[src/rtl/sd_pkg.sv]
// Shared timing constants and controller state type for the ZX81 VGA scandoubler.
// One zx line is 2*LINE_LEN ce_2pix ticks; the VGA side shows each zx line twice.
package sd_pkg;

  localparam int LINE_LEN   = 414;
  localparam int HS_MIN     = 4;
  localparam int VSYNC_MIN  = 90;
  localparam int TOL        = 8;
  localparam int LOCK_LINES = 3;
  localparam int HS_END     = 384;

  typedef enum logic [1:0] {
    SEARCH,
    LOCKED,
    FREERUN
  } sd_state_t;

endpackage

[src/rtl/sd_sync_class.sv]
// Composite sync classifier: measures csync low time and flags hsync and vsync events.
// Events are single-tick strobes already qualified by ce_2pix.
module sd_sync_class
  import sd_pkg::*;
(
  input  logic clkvga,
  input  logic rst_n,
  input  logic ce_2pix,
  input  logic csync,
  output logic hs_evt,
  output logic vs_evt,
  output logic vs_level
);

  logic [7:0] sync_len;
  logic       csd;
  logic       rise;

  // A rise after a long low closes vsync and must not count as a line.
  always_comb begin
    rise   = ce_2pix & csync & ~csd;
    hs_evt = rise && (sync_len >= 8'(HS_MIN)) && (sync_len < 8'(VSYNC_MIN));
    vs_evt = ce_2pix && !csync && (sync_len == 8'(VSYNC_MIN - 1));
  end

  always_ff @(posedge clkvga or negedge rst_n) begin
    if (!rst_n) begin
      csd      <= 1'b0;
      sync_len <= '0;
      vs_level <= 1'b0;
    end else if (ce_2pix) begin
      csd <= csync;
      if (csync) begin
        sync_len <= '0;
        vs_level <= 1'b0;
      end else begin
        if (sync_len != 8'hff) sync_len <= sync_len + 8'd1;
        if (vs_evt) vs_level <= 1'b1;
      end
    end
  end

endmodule

[src/rtl/sd_sync_sched.sv]
// Line-rate lock FSM and line-buffer scheduler for the scandoubler.
// Write side follows the zx line, read side replays the other bank at double rate.
module sd_sync_sched
  import sd_pkg::*;
(
  input  logic       clkvga,
  input  logic       rst_n,
  input  logic       ce_2pix,
  input  logic       csync,
  output logic       wr_en,
  output logic [9:0] wr_addr,
  output logic [9:0] rd_addr,
  output logic [8:0] sd_col,
  output logic [9:0] line_cnt,
  output logic       hs_out,
  output logic       vs_out,
  output logic       scanline,
  output logic       locked
);

  localparam logic [9:0] ZX_LAST = 10'(2 * LINE_LEN - 1);
  localparam logic [9:0] ZX_END  = 10'(2 * LINE_LEN);
  localparam logic [9:0] TOL_LO  = 10'(2 * LINE_LEN - TOL);
  localparam logic [9:0] TOL_HI  = 10'(2 * LINE_LEN + TOL);
  localparam logic [8:0] SD_LAST = 9'(LINE_LEN - 1);
  localparam logic [1:0] LOCK_AT = 2'(LOCK_LINES - 1);

  logic       hs_evt, vs_evt, vs_level;
  sd_state_t  state, state_nxt;
  logic [1:0] good_cnt, good_nxt;
  logic [9:0] zx_col, zx_nxt, line_nxt;
  logic [8:0] sd_nxt;
  logic       wr_bank, bank_nxt, scan_nxt;
  logic       synth_evt, line_evt, in_tol;

  sd_sync_class u_sync_class (
    .clkvga   (clkvga),
    .rst_n    (rst_n),
    .ce_2pix  (ce_2pix),
    .csync    (csync),
    .hs_evt   (hs_evt),
    .vs_evt   (vs_evt),
    .vs_level (vs_level)
  );

  assign in_tol   = (zx_col >= TOL_LO) && (zx_col <= TOL_HI);
  assign line_evt = hs_evt | synth_evt;

  always_comb begin
    state_nxt = state;
    good_nxt  = good_cnt;
    synth_evt = 1'b0;
    case (state)
      SEARCH: begin
        if (hs_evt) begin
          if (in_tol) begin
            good_nxt = good_cnt + 2'd1;
            if (good_cnt == LOCK_AT) state_nxt = LOCKED;
          end else begin
            good_nxt = '0;
          end
        end
      end
      LOCKED: begin
        if (hs_evt) begin
          if (!in_tol) begin
            state_nxt = SEARCH;
            good_nxt  = '0;
          end
        end else if (ce_2pix && zx_col == TOL_HI) begin
          synth_evt = 1'b1;
          state_nxt = FREERUN;
        end
      end
      FREERUN: begin
        if (hs_evt) begin
          state_nxt = SEARCH;
          good_nxt  = 2'd1;
        end else if (ce_2pix && zx_col == ZX_LAST) begin
          synth_evt = 1'b1;
        end
      end
      default: state_nxt = SEARCH;
    endcase
  end

  // A line event outranks the sd_col wrap so scanline toggles once; vsync wins last.
  always_comb begin
    zx_nxt   = zx_col;
    sd_nxt   = sd_col;
    bank_nxt = wr_bank;
    line_nxt = line_cnt;
    scan_nxt = scanline;
    if (line_evt) begin
      zx_nxt   = '0;
      sd_nxt   = '0;
      bank_nxt = ~wr_bank;
      line_nxt = line_cnt + 10'd1;
      scan_nxt = ~scanline;
    end else begin
      if (zx_col != 10'h3ff) zx_nxt = zx_col + 10'd1;
      if (sd_col == SD_LAST) begin
        sd_nxt   = '0;
        scan_nxt = ~scanline;
      end else begin
        sd_nxt = sd_col + 9'd1;
      end
    end
    if (vs_evt) begin
      line_nxt = '0;
      scan_nxt = 1'b0;
    end
  end

  always_ff @(posedge clkvga or negedge rst_n) begin
    if (!rst_n) begin
      state    <= SEARCH;
      good_cnt <= '0;
      zx_col   <= '0;
      sd_col   <= '0;
      wr_bank  <= 1'b0;
      line_cnt <= '0;
      scanline <= 1'b0;
      rd_addr  <= '0;
      hs_out   <= 1'b0;
    end else if (ce_2pix) begin
      state    <= state_nxt;
      good_cnt <= good_nxt;
      zx_col   <= zx_nxt;
      sd_col   <= sd_nxt;
      wr_bank  <= bank_nxt;
      line_cnt <= line_nxt;
      scanline <= scan_nxt;
      rd_addr  <= {~bank_nxt, sd_nxt};
      hs_out   <= (sd_nxt < 9'(HS_END));
    end
  end

  assign wr_en   = ce_2pix & zx_col[0] & (zx_col < ZX_END);
  assign wr_addr = {wr_bank, zx_col[9:1]};
  assign vs_out  = vs_level;
  assign locked  = (state == LOCKED);

endmodule
[config.mk]
export PLATFORM = sky130hd
export DESIGN_NAME = sd_sync_sched
export DESIGN_NICKNAME = d
export VERILOG_FILES = /design/src/rtl/sd_pkg.sv /design/src/rtl/sd_sync_class.sv /design/src/rtl/sd_sync_sched.sv
export SDC_FILE = /design/constraint.sdc
export NUM_CORES = 1
export LEC_CHECK = 0
export CORE_UTILIZATION = 30
export DETAILED_ROUTE_END_ITERATION = 10
export PLACE_DENSITY = 0.6
export SLEW_MARGIN = 20
export SYNTH_ARGS = -nofsm -noshare
export SYNTH_HDL_FRONTEND = slang
export SYNTH_SLANG_ARGS = --single-unit
[constraint.sdc]
create_clock -name clkvga -period 2.75 [get_ports clkvga]
set_input_delay 0.275 -clock clkvga [delete_from_list [all_inputs] [get_ports clkvga]]
set_output_delay 0.275 -clock clkvga [all_outputs]
set_load 0.02 [all_outputs]
==> results of run 1 <==
-- synthesized netlist by cell type, types with 3 or more instances --
cell	number
a21oi_1	13
a31oi_1	8
and2_1	3
and3_1	6
buf_2	8
buf_4	20
clkbuf_1	4
dfrtp_1	47
ha_1	11
inv_1	18
mux2i_1	11
nand2_1	27
nand2b_1	10
nand3_1	22
nand4_1	8
nor2_1	30
nor3_1	14
nor4_1	8
o21ai_0	13
o31ai_1	3
or3_1	3
xnor2_1	13
-- power by group --
group	total [W]	switching [W]	internal, W
clock	0.000434	0.000255	0.000179
sequential	0.00108	0.000240	0.000840
combinational	0.00107	0.000550	0.000518
-- worst max-delay path: cells and delay by family (launching register included) --
family | cells | cell delay [ns]
compound gates | 3 | 0.72
buf+inv | 2 | 0.46
simple gates | 2 | 0.43
flops | 1 | 0.42
fa+ha+maj | 1 | 0.35
-- how the worst min path moves through the flow --
stage	from	endpoint	slack (ns)	cells after the start
finish	u_sync_class.csd$_DFFE_PN0P_	u_sync_class.csd$_DFFE_PN0P_	0.51	1
global route	u_sync_class.csd$_DFFE_PN0P_	u_sync_class.csd$_DFFE_PN0P_	0.52	1
CTS	u_sync_class.csd$_DFFE_PN0P_	u_sync_class.csd$_DFFE_PN0P_	0.50	1
detailed placement	rst_n	wr_bank$_DFFE_PN0P_	0.33	1
global placement	rst_n	u_sync_class.sync_len[4]$_DFFE_PN0P_	0.32	1
floorplan	rst_n	good_cnt[0]$_DFFE_PN0P_	-0.02	0
-- kinds of logic (layout without fill, tap and decap cells) --
group	after synthesis	in the layout	share of synthesized area, %
simple gates	142	142	24.04
fa+ha+maj	11	11	4.529
xor+xnor	15	15	4.323
compound gates	62	62	14.45
flops	47	47	38.70
buf+inv	53	81	9.962
mux	12	12	3.994
-- what timing repair did --
| action | 4_1_cts | 5_1_grt |
|---|---|---|
| endpoints found under the hold margin | 17 | 0 |
| gates resized for setup | 0 | 0 |
| setup endpoints to repair | 0 | 0 |
| hold buffers | 1 | 0 |
-- registers in the layout, summed over array words and instances, names as in the netlist --
| register | cells |
|---|---|
| zx_col | 10 |
| rd_addr | 10 |
| hs_out | 1 |
| u_sync_class.vs_level | 1 |
| state | 2 |
| wr_bank | 1 |
| u_sync_class.csd | 1 |
| good_cnt | 2 |
| line_cnt | 10 |
| scanline | 1 |
| u_sync_class.sync_len | 8 |
-- layout make-up --
class / instances / area, µm²
repair buffers: 55 / 528.0
fillers: 999 / 6191
clock buffers: 6 / 72.57
clock inverters: 2 / 12.51
flip-flops and latches: 47 / 1176
well taps: 133 / 166.4
inverters: 18 / 67.56
multi-input cells: 242 / 1560
-- cell usage in the layout, fill, tap and decap left out, drive strengths merged, types with 8 or more instances in the layout --
| master | n |
|---|---|
| a21oi | 13 |
| a31oi | 8 |
| buf | 8 |
| clkdlybuf4s50 | 46 |
| dfrtp | 47 |
| ha | 11 |
| inv | 18 |
| mux2i | 11 |
| nand2 | 28 |
| nand2b | 10 |
| nand3 | 22 |
| nand4 | 8 |
| nor2 | 31 |
| nor3 | 14 |
| nor4 | 8 |
| o21ai | 15 |
| xnor2 | 13 |
-- metrics by stage --
stage               cells  instance area [µm²]  power, W  utilization, %
finish                503                 3583  0.002581           36.66
global placement      494                 3488  0.002141           35.69
global route          503                 3583  0.002758           36.66
floorplan             342                 3039  0.001795               -
detailed placement    494                 3488  0.002167           35.69
CTS                   503                 3583  0.002600           36.66
-- layer usage --
metal / part of all wire [%] / up-vias / track usage [%]
met5: 0 / - / 0
met4: 1.1 / 0 / 3.736
met3: 4.4 / 6 / 3.186
met2: 47 / 49 / 22.77
met1: 47 / 1246 / 18.61
li1: - / 1255 / -
==> results summary, run 1 <==
The flow ran to the end, and the final reports show no timing, DRC or antenna violations. The static power due to leakage came out at 1.462 nW. The total number of placement rows is 36. In this run the clock root is driven by a clkbuf_8. For this run, the top clock speed supported by timing is 400.9 MHz.

For the worst flop-to-flop path, the logic depth is 8. The top flip-flop cell by instance count after synthesis is dfrtp_1. Detailed routing inserted a total of 2556 vias. The final-stage net count came out at 384. Timing analysis after detailed placement gives a worst setup slack of 0.2603 ns. The detailed-route wire length per cell came out at 13.72 µm. The final max-slew violation count is 0. The clock latency of the later-clocked register in the worst-skew pair came out at 0.31 ns. The floorplan step set the die height to 102.7 µm. The vias per cell is 5.082. The residual overflow from global routing is 0. The post-synthesis async set-or-reset flop share is 100.0%. STA classifies the critical path endpoint as a register. The gate count after technology mapping came out at 342. In this run the critical register-to-register path is captured at rd_addr[4]$_DFFE_PN0P_. In this run the count of I/O pins placed on the die edge is 48. Summed over all instances, the cell type with the most area after synthesis is dfrtp_1.

Clock tree synthesis inserted a total of 5 buffers. The number of H-tree branching levels came out at 2. The count of input and output buffers came out at 47. The number of warnings reported in the yosys synthesis log came out at 0. The number of max-capacitance violations reported came out at 0. On the critical path, the stage with the largest delay is an instance of o211ai_1. The path class of the tightest hold or removal check is register to register. The cell area after synthesis is 3039 µm². Of the synthesized area, sequential elements account for 38.70%.

The fraction of post-synthesis cell area in the top cell type by area is 38.70%. The post-synthesis average cell area is 8.886 µm². By area the synthesized netlist is led by dfrtp_1, buf_4, ha_1. Walking the worst path, the cells encountered are inv_1, ha_1, nand4_1, nor4_1, o211ai_1, buf_4, a32oi_1, o21ai_0. The required arrival time at the worst endpoint is 2.94 ns. The worst path arrival time is 2.69 ns. The type of origin of the critical path is a register. The peak fanout along the critical path is 15. The overall track demand over capacity in global routing is 13.97%. Setup repair after global routing left no endpoint under its margin. The number of endpoints with negative hold slack in the final report came out at 0. The via count of the first global-routing pass came out at 2398. The longest clock path from root to sink contains 2 buffers. The clock transition time at the flip-flop clock pins of the worst setup and hold paths is 0.10 ns.

The total routed wirelength is 6.900 mm. For flop-to-flop paths, the worst setup slack is 0.26 ns. The post-route antenna net violation count is 0. The congestion estimate from routability-driven global placement came to 0.8372. The relative max-transition margin is 35.85%. The number of DRC markers after the initial detailed-route iteration came out at 78. The launch point of the worst reg-to-reg path is state[1]$_DFFE_PN0P_. The critical path starts at state[1]$_DFFE_PN0P_.

The iteration count of the initial detailed-routing pass came out at 4. The first global-routing pass estimated 11.59 mm of wire. The number of enable-type register cells in the synthesized netlist is 0.

For this design, the sink count on the clock tree is 47. The CTS tree is done. For this run, the slowest stage of the critical path takes 0.43 ns. Buffers added to address setup during post-CTS repair amount to 0. The synthesized net count came out at 357. The floorplan step defined a core boundary enclosing 9774 µm².

The final antenna diode count came out at 0. Dividing total power by cell area gives a power density of 720.4 nW/µm². The setup slack after layout is 0.2554 ns.

The measured slew at the worst slew-check pin came out at 0.9580 ns. The post-route setup TNS came out at 0 ns. The critical path is of the register to register type.

The post-synthesis to final-layout area growth is 17.91%. The most critical setup path has its endpoint at rd_addr[4]$_DFFE_PN0P_. The die is 102.7 µm wide. The DRC violation count after routing came out at 0.

The total die area came out at 10540 µm². The maximum number of pins on one net before global-route repair is 27. The fraction of the cycle the final worst path needs came out at 90.71%.

The share of cells above drive strength 1 is 6.486%. The setup-violating endpoint count in the final report is 0. The minimum period implied by the final worst setup slack came out at 2.495 ns.

The post-route worst hold slack is 0.5099 ns. The number of distinct library cell variants in the gate-level netlist after synthesis came out at 56. The initial standard-cell utilization of the core is 31.09%. The highest ir drop seen on vdd is 0.0002933 V. The count of state elements after synthesis came out at 47.

Detailed placement finished with a half-perimeter wire length of 5.062 mm. The number of antenna violations at the first check in global routing is 0. The clock arrives with 0.01433 ns of skew.
Note: power is estimated with default switching activity, not from simulation.
==> run 2: changes to the inputs <==
CORE_UTILIZATION = 54   (was 30)
PLACE_DENSITY = 0.9   (was 0.6)
RECOVER_POWER = 25   (was default)
==> run 2 against run 1 <==
  * Clock power grew 22%
  * First-iteration DRC count is 120% higher
  * Clock-buffer cell count fell by 1
  * Maximum frequency grew 7.7%
  * Worst hold slack got worse by 0.019 ns
  * Cell count decreased by 13%
  * Power up 3.8%
  * Highest routed layer unchanged
  * Largest power group unchanged
==> results summary, run 2 (synthesis gave the netlist of run 1 again) <==
The final-stage net count came out at 381. The worst setup path is captured at a register. The measured slew at the worst slew-check pin is 1.150 ns. The global-route wire length before repair is 11.41 mm. The half-perimeter wire length after placement is 4.650 mm.

The initial standard-cell utilization of the core came out at 57.67%. The via count of the first global-routing pass is 2452. The minimum period implied by the final worst setup slack came out at 2.317 ns.

For the final routed database, the setup TNS stands at 0 ns. The total number of placement rows is 26. Along the worst path, the maximum fanout reaches 18. The setup path with the least slack is of type register to register. The maximum root-to-sink buffer count is 2.

The number of endpoints with negative hold slack in the final report is 0. The number of clock buffers inserted by TritonCTS came out at 5. Setup violations remaining at the end of the flow were counted as 0. Post-CTS timing repair inserted 0 buffers for setup. The post-route total power is 0.002680 W. The detailed-route via count is 2555. TritonCTS built the clock tree. The clock latency of the later-clocked register in the worst-skew pair is 0.31 ns. In the final layout, the registers with the most flip-flops are line_cnt (10), rd_addr (10), zx_col (10).

Setup repair after global routing left no endpoint under its margin. In this run the tightest slew margin relative to its limit is 23.34%. The instance count along the most critical hold path came out at 1. The type of origin of the critical path is a register. In this run the critical register-to-register path is launched from u_sync_class.sync_len[6]$_DFFE_PN0P_.

For this run, the number of standard cells in the final layout without fillers is 437. The final core utilization is 66.67%. The library cells used most frequently in the layout, excluding fill and tap cells, are dfrtp_1, clkdlybuf4s50_1, nor2_1. In the final routed layout, each cell accounts on average for 15.12 µm. The slack of the worst reg-to-reg path is 0.43 ns. The filler cell count in the final layout came out at 430.

The overall track demand over capacity in global routing came out at 24.18%. The number of antenna violations at the first check in global routing is 0. The total die area came out at 5932 µm². The iteration count of the initial detailed-routing pass came out at 4. The number of H-tree branching levels came out at 2. The clock arrives with 0.004585 ns of skew. The min-delay analysis places its worst path in the category register to register. The clock transition time at the flip-flop clock pins of the worst setup and hold paths came out at 0.09 ns. The post-route netlist has 5.995% of its cells at a drive strength greater than 1. The residual overflow from global routing came out at 0. The top achievable clock speed came out at 431.6 MHz.

The die boundary height is 77.02 µm. The post-synthesis to final-layout area growth is 15.60%. The buffer type at the clock tree root is clkbuf_8.

The maximum number of pins on one net before global-route repair is 48. The total routed wirelength came out at 6.606 mm. The vias per cell is 5.847. The number of sinks handled by clock tree synthesis is 47.

The number of cell instances on the worst register-to-register path came out at 5. The endpoint identified for the worst register-to-register timing path is line_cnt[9]$_DFFE_PN0P_. The final antenna diode count came out at 0. The final max-slew violation count is 0. The instance count after placement with tap cells included is 428.

The path with the worst hold slack has its endpoint at u_sync_class.csd$_DFFE_PN0P_. The tool flagged a number of max-cap violations equal to 0. The leading cell type in the layout, fill and taps excluded is dfrtp_1. The die width came out at 77.02 µm. Gates resized during post-CTS repair numbered 0. The number of DRC markers after the initial detailed-route iteration came out at 172. The DRC violation count after routing is 0. Power spread over the standard cell area amounts to 762.9 nW/µm². The worst hold path begins at u_sync_class.csd$_DFFE_PN0P_.

The flow ran to the end, and the final reports show no timing, DRC or antenna violations. The required arrival time at the worst endpoint is 2.95 ns. STA puts the critical path data arrival time at 2.52 ns. In this run the tool buffered the top-level ports with 47 buffer cells. The final weighted congestion in routability-driven placement came out at 0.8888. The core region is 5270 µm².

The top-level I/O count is 48. The static power due to leakage is 1.464 nW. The fraction of the cycle the final worst path needs came out at 84.26%. The highest ir drop seen on vdd is 0.0004267 V. The post-route antenna net violation count came out at 0.
-- run 2: cell types whose count changed in the layout (fill, tap and decap cells not counted), sizes merged --
cell      previous run  this run
bufinv               0         1
inv                 18        19
clkinvlp             1         0
buf                  8         4
-- run 2: through the flow --
step	worst slack, ns	instance area (µm²)	hold slack [ns]
after floorplan	0.6943	3039	-0.02059
after global placement	0.4083	3387	0.4662
after detailed placement	0.3827	3387	0.4754
after CTS	0.4586	3503	0.1773
after global routing	0.2866	3513	0.5445
final	0.4330	3513	0.4907
-- run 2: final cells by class --
type                            instances  area, µm²  area share, %
Clock buffer                            5      68.82          1.959
Clock inverter                          3      47.55          1.353
Inverter                               18      67.56          1.923
Multi-Input combinational cell        242       1560          44.41
Sequential cell                        47       1176          33.48
Tap cell                               70      87.58          2.493
Timing Repair Buffer                   52      505.5          14.39
-- run 2: how the worst max path moves through the flow --
| stage | startpoint | slack [ns] | end | cells past startpoint |
|---|---|---|---|---|
| 5_1_grt | state[1]$_DFFE_PN0P_ | 0.29 | line_cnt[4]$_DFFE_PN0P_ | 8 |
| 2_1_floorplan | state[1]$_DFFE_PN0P_ | 0.69 | line_cnt[5]$_DFFE_PN0P_ | 8 |
| 3_5_place_dp | ce_2pix | 0.38 | state[1]$_DFFE_PN0P_ | 6 |
| 6_report | u_sync_class.sync_len[6]$_DFFE_PN0P_ | 0.43 | line_cnt[9]$_DFFE_PN0P_ | 5 |
| 4_1_cts | u_sync_class.sync_len[6]$_DFFE_PN0P_ | 0.46 | zx_col[7]$_DFFE_PN0P_ | 5 |
| 3_3_place_gp | ce_2pix | 0.41 | state[1]$_DFFE_PN0P_ | 6 |
-- run 2: power breakdown --
part | switching, W | internal (W)
Combinational | 0.000552 | 0.000518
Sequential | 0.000242 | 0.000840
Clock | 0.000253 | 0.000276
Total | 0.00105 | 0.00163
-- run 2: what timing repair did --
item	CTS	global route
hold buffers	0	1
setup endpoints to repair	0	0
endpoints found under the hold margin	0	18
-- run 2: routing by layer --
layer  GRT usage (%)  part of all wire (%)  vias to the layer above
li1                -                     -                     1239
met1           31.29                    45                     1243
met2           39.38                    50                       64
met3           5.000                   3.9                        9
met4           10.00                   1.5                        0
met5               0                     0                        -
-- run 2: worst max-delay path: stages, from the launching register on --
cell and delay, ns:
dfrtp_1 0.45, or4_4 0.56, o2111ai_4 0.27, or2_1 0.58, a21oi_1 0.19, mux2i_1 0.16
